--- src/rtl/slot_reel_ctrl.sv ---
// slot_reel_ctrl: reel engine owning credits, N spinning reels, staggered stop and win evaluation.
// Optional SLOT_AUTOSTOP_EN: the spin stops by itself after MAX_SPIN ticks.
module slot_reel_ctrl #(
    parameter int N_REELS      = 3,
    parameter int SYM_W        = 3,
    parameter int NUM_SYM      = 6,
    parameter int CREDIT_W     = 10,
    parameter int INIT_CREDITS = 10,
    parameter int COIN_VAL     = 5,
    parameter int BET          = 1,
    parameter int PAIR_MULT    = 2,
    parameter int JACK_MULT    = 20,
    parameter int STAGGER      = 8,
    parameter int MAX_SPIN     = 120
) (
    input  logic                       clk,
    input  logic                       rstin,
    input  logic                       tick,
    input  logic                       coin,
    input  logic                       start,
    input  logic                       stop,
    output logic [N_REELS*SYM_W-1:0]   reel_sym,
    output logic [N_REELS-1:0]         reel_locked,
    output logic [CREDIT_W-1:0]        credits,
    output logic                       busy,
    output logic                       win,
    output logic [CREDIT_W-1:0]        payout
);
    localparam int STW = $clog2(STAGGER + 1);
    localparam int LIW = (N_REELS > 1) ? $clog2(N_REELS) : 1;
    localparam int VW  = SYM_W + 1;
    localparam logic [31:0] MAXC = (32'd1 << CREDIT_W) - 32'd1;

    typedef enum logic [1:0] {IDLE, SPIN, STOP, EVAL} state_t;

    state_t                     state;
    logic [15:0]                lfsr;
    logic [N_REELS*SYM_W-1:0]   reel_q, reel_nxt;
    logic [STW-1:0]             stag_cnt;
    logic [LIW-1:0]             lock_idx;
    logic [VW-1:0]              v;
    logic                       all_eq, pair, moving, lock_now, take, auto_stop;
    logic [CREDIT_W-1:0]        p, credits_nxt;
    logic [31:0]                sum;

`ifdef SLOT_AUTOSTOP_EN
    logic [$clog2(MAX_SPIN+1)-1:0] spin_cnt;
    assign auto_stop = 32'(spin_cnt) == 32'(MAX_SPIN);
`else
    assign auto_stop = 1'b0;
`endif

    assign reel_sym = reel_q;
    assign busy     = state != IDLE;
    assign win      = state == EVAL && p != '0;
    assign moving   = tick && (state == SPIN || state == STOP);
    assign lock_now = tick && state == STOP && (stag_cnt == '0 || 32'(stag_cnt) == 32'(STAGGER));
    assign take     = state == IDLE && start && 32'(credits) >= 32'(BET);

    // The reel being locked this tick keeps its pre-step value.
    always_comb begin
        reel_nxt = reel_q;
        v = '0;
        for (int i = 0; i < N_REELS; i++) begin
            v = {1'b0, reel_q[i*SYM_W +: SYM_W]} + VW'(1) + VW'(lfsr[i]);
            if (moving && !reel_locked[i] && !(lock_now && lock_idx == LIW'(i)))
                reel_nxt[i*SYM_W +: SYM_W] = (32'(v) >= 32'(NUM_SYM)) ? SYM_W'(32'(v) - 32'(NUM_SYM)) : SYM_W'(v);
        end
    end

    always_comb begin
        all_eq = 1'b1;
        pair = N_REELS == 1;
        for (int i = 1; i < N_REELS; i++) begin
            all_eq = all_eq && reel_q[i*SYM_W +: SYM_W] == reel_q[SYM_W-1:0];
            pair = (i == 1) ? reel_q[i*SYM_W +: SYM_W] == reel_q[SYM_W-1:0] : pair;
        end
        p = all_eq ? CREDIT_W'(BET * JACK_MULT) : pair ? CREDIT_W'(BET * PAIR_MULT) : '0;
        sum = 32'(credits) + (coin ? 32'(COIN_VAL) : 32'd0) + (state == EVAL ? 32'(p) : 32'd0)
              - (take ? 32'(BET) : 32'd0);
        credits_nxt = (sum > MAXC) ? CREDIT_W'(MAXC) : CREDIT_W'(sum);
    end

    always_ff @(posedge clk) begin
        if (!rstin) begin
            state       <= IDLE;
            lfsr        <= 16'hACE1;
            reel_q      <= '0;
            reel_locked <= '1;
            credits     <= CREDIT_W'(INIT_CREDITS);
            payout      <= '0;
            stag_cnt    <= '0;
            lock_idx    <= '0;
`ifdef SLOT_AUTOSTOP_EN
            spin_cnt    <= '0;
`endif
        end else begin
            lfsr    <= {lfsr[0] ^ lfsr[2] ^ lfsr[3] ^ lfsr[5], lfsr[15:1]};
            reel_q  <= reel_nxt;
            credits <= credits_nxt;
            case (state)
                IDLE: if (take) begin
                    state       <= SPIN;
                    reel_locked <= '0;
`ifdef SLOT_AUTOSTOP_EN
                    spin_cnt    <= '0;
`endif
                end
                SPIN: begin
                    if (stop || auto_stop) begin
                        state    <= STOP;
                        stag_cnt <= '0;
                        lock_idx <= '0;
                    end
`ifdef SLOT_AUTOSTOP_EN
                    if (tick) spin_cnt <= spin_cnt + 1'b1;
`endif
                end
                STOP: if (tick) begin
                    stag_cnt <= lock_now ? STW'(1) : stag_cnt + 1'b1;
                    if (lock_now) begin
                        reel_locked[lock_idx] <= 1'b1;
                        lock_idx <= lock_idx + 1'b1;
                        if (lock_idx == LIW'(N_REELS - 1)) state <= EVAL;
                    end
                end
                EVAL: begin
                    payout <= p;
                    state  <= IDLE;
                end
                default: state <= IDLE;
            endcase
        end
    end
endmodule

--- config.mk ---
export PLATFORM = sky130hd
export DESIGN_NAME = slot_reel_ctrl
export DESIGN_NICKNAME = d
export VERILOG_FILES = /design/src/rtl/slot_reel_ctrl.sv
export SDC_FILE = /design/constraint.sdc
export NUM_CORES = 1
export LEC_CHECK = 0
export CAP_MARGIN = 5
export CELL_PAD_IN_SITES_DETAIL_PLACEMENT = 0
export CELL_PAD_IN_SITES_GLOBAL_PLACEMENT = 2
export CORE_MARGIN = 10
export CORE_UTILIZATION = 36
export CTS_BUF_LIST = sky130_fd_sc_hd__clkbuf_16
export DETAILED_ROUTE_END_ITERATION = 10
export HOLD_SLACK_MARGIN = 0.08
export MAX_ROUTING_LAYER = met4
export PLACE_DENSITY = 0.87
export SLEW_MARGIN = 0
export SYNTH_ARGS = -nofsm -noshare
export SYNTH_HDL_FRONTEND = slang
export SYNTH_SLANG_ARGS = --single-unit
--- constraint.sdc ---
create_clock -name clk -period 5.4 [get_ports clk]
set_input_delay 1.08 -clock clk [delete_from_list [all_inputs] [get_ports clk]]
set_output_delay 1.08 -clock clk [all_outputs]
set_load 0.02 [all_outputs]
==> impl_metrics.tcl <==
set metrics [dict create \
    outcome "finished, final reports clean" \
    power_leakage_uw 0.00155 \
    fp.dieW_um 112 \
    whs_path_depth 1 \
    finalWorstSetupSlack_ns 0.956 \
    via_per_inst 4.86 \
    yosysWarningCount 0 \
    r2r_start "credits[9]$_SDFF_PN0_" \
    antenna_found_initial 0 \
    drv_cap 0 \
    grt_overflow 0 \
    tritoncts "yes" \
    ioPinCount 40 \
    min_path_type "reg -> reg" \
    synth_area_sq_um 3050 \
    place_area_sq_um 3430 \
    drt_iter0_markers 92 \
    post-synth-top-count-cell "dfxtp_1" \
    path_cells "clkdlybuf4s50_1 -> nand4_1 -> a31oi_1 -> nor2_1 -> inv_1 -> ha_1 -> inv_1 -> ha_1 -> ha_1 -> inv_1 -> fa_1 -> and2b_1 -> o211ai_1 -> a21boi_1 -> or4_1 -> nand4_4 -> or3b_1" \
    period_needed_ns 4.44 \
    synth_top_area_share_pct 30.9 \
    grt_pass1_vias 2186 \
    grt_start_max_net_pins 49 \
    ys_seq_area_share_pct 30.9 \
    cts_htree_levels 2 \
    ys.flop_type "dfxtp_1" \
    maxSlewViolCount 0 \
    fin_area_sq_um 3570 \
    worst_ep_required_time_ns 5.57 \
    r2r_end "credits[1]$_SDFF_PP1_" \
    grt_pass1_wl_um 10800 \
    routed_wl_um 6460 \
    io_buffer_count 32 \
    drc 0 \
    syn_inst 348 \
    hold_buffers 0 \
    synth.ff_latch_count 47 \
    area_delta_synth_final_pct 17.3 \
    cts_buffers 5 \
    cts_setup_buffers 0 \
    ys_types 56 \
    grt_usage_pct 10.4 \
    setup_viol 0 \
    worstSetupPathType "in -> reg" \
    ir_drop_mv 0.224 \
    diodes 0 \
    pre_cts_slack_ns 0.643 \
    synth.area.top_cells "dfxtp_1, ha_1, inv_1, nand2_1, xor2_1" \
    synth_commonest_cells "dfxtp_1, inv_1, ha_1" \
    synth_top_area_cell "dfxtp_1" \
    worstHoldEndpoint "lfsr[10]$_SDFF_PN1_" \
    slowest_delay_ns 0.51 \
    crit_path_max_fanout 10 \
    die_height_um 112 \
    regToRegSetupSlack_ns 1.50 \
    design.die.area_sq_um 12500 \
    post_cts_resized 0 \
    async_flop_share_pct 0 \
    insertion_delay_ns 0.28 \
    n_fill_cell 817 \
    gp_congestion 0.800 \
    r2r_cells 18 \
    rows 33 \
    cts.clk_slew.worst_paths_ns 0.07 \
    rsz0062_at_grt "false" \
    hold_viol_final 0 \
    cts.root.buffer_cell "clkbuf_16" \
    firstDrtPassIters 4 \
    final_layout_size_suffix_gt1_share_pct 5.54 \
    fp.coreArea_sq_um 8220 \
    period_share_pct 82.3 \
    dp_hpwl_um 5040 \
    wire_per_inst_um 13.3 \
    cp.arrival_ns 4.61 \
    finClkSkew_ns 0.00662 \
    antenna_left 0 \
    critPathLaunchType "input pin" \
    min-delay-start "lfsr[11]$_SDFF_PN1_" \
    cts.sinks 47 \
    cts_buffer_depth 2 \
    synth-edff-count 0 \
    crit_path_end_kind "flip-flop" \
    start_util_pct 37.1 \
    fmax_mhz 225 \
    powerDensity_nw_per_um2 627 \
    syn_area_per_cell_sq_um 8.75 \
    via_count 2352 \
    tns_ns 0 \
    nets 428 \
    slowest_stage "clkdlybuf4s50_1" \
]
## cell families after synthesis
| logic type | count (synthesis) | share of synthesized area [%] |
|---|---|---|
| adders and majority gates | 44 | 18.6 |
| xor gates and xnor gates | 16 | 4.60 |
| AOI/OAI and AO/OA | 70 | 16.8 |
| muxes | 3 | 1.23 |
| buffers and inverters | 60 | 8.67 |
| other | 1 | 0.123 |
| DFF | 47 | 30.9 |
| and+or+nand+nor | 107 | 19.1 |
## stage by stage
| step | power (uW) | util (%) | hold WS, ns | std cells |
|---|---|---|---|---|
| detailed placement | 1950 | 41.7 | 0.392 | 476 |
| floorplan | 1580 | - | 0.386 | 354 |
| finish | 2240 | 43.5 | 0.406 | 484 |
| CTS | 2260 | 43.5 | 0.400 | 484 |
| global route | 2440 | 43.5 | 0.419 | 484 |
| global placement | 1950 | 41.7 | 0.388 | 476 |
## layout make-up
class | instances | area (sq um) | area share (%)
clock inverters | 3 | 20.0 | 0.560
inverters | 44 | 165 | 4.62
flip-flops and latches | 47 | 941 | 26.3
repair buffers | 33 | 328 | 9.17
well taps | 105 | 131 | 3.68
clock buffers | 5 | 125 | 3.50
multi-input cells | 247 | 1860 | 52.2
## worst max-delay path by stage
stage	start	endpoint
2_1_floorplan	reel_sym[2]$_SDFFE_PN0P_	credits[1]$_SDFF_PP1_
3_3_place_gp	start	credits[1]$_SDFF_PP1_
3_5_place_dp	start	credits[1]$_SDFF_PP1_
4_1_cts	start	credits[1]$_SDFF_PP1_
5_1_grt	start	credits[1]$_SDFF_PP1_
6_report	start	credits[1]$_SDFF_PP1_
## sequential cells by signal (all words and copies together) (netlist names)
register,cells
reel_sym,9
lock_idx,2
credits,10
payout,2
lfsr,16
reel_locked,3
stag_cnt,3
state,2
## cells in the final DEF (no fill, tap or decap), types with 3 or more instances in the layout
cell type / Yosys / routed
clkbuf_16: 0 / 5
xor2_1: 10 / 10
o21ai_1: 3 / 3
o31ai_1: 4 / 4
xnor2_1: 6 / 6
a21oi_2: 3 / 3
ha_1: 42 / 42
a21boi_0: 4 / 4
nand2_1: 31 / 31
inv_1: 44 / 44
a211oi_1: 4 / 4
dfxtp_1: 47 / 47
nor4b_1: 3 / 3
o211ai_1: 3 / 3
nor3_1: 5 / 5
nand2b_1: 12 / 12
clkdlybuf4s50_1: 0 / 32
and3_1: 4 / 4
o21ai_0: 13 / 13
and2_1: 11 / 11
conb_1: 1 / 7
nor2_1: 11 / 11
nand3_1: 11 / 11
a31oi_1: 3 / 3
nor2b_1: 7 / 7
o21a_1: 9 / 9
a221oi_1: 3 / 3
a21oi_1: 7 / 7
## layer usage
metal	wire length [um]	vias to the layer above	part of all wire, %	track usage [%]
met5	0	-	0	-
met4	34	0	0.53	2.03
met3	285	6	4.4	2.58
met2	2840	39	44	15.3
met1	3300	1078	51	14.1
li1	-	1229	-	-
## where the power goes
group          leakage (uW)  total, uW  switching, uW  internal [uW]
registers          0.000388        490           71.2            419
logic               0.00110       1450            826            621
clock network     0.0000658        303            133            171
## worst max-delay path, delay by kind of cell
family	cells	cell delay (ns)
adders and majority gates	4	0.95
AOI/OAI and AO/OA	3	0.62
and+or+nand+nor	6	1.26
buffers and inverters	4	0.68
Power figures use the tool's default switching activity.
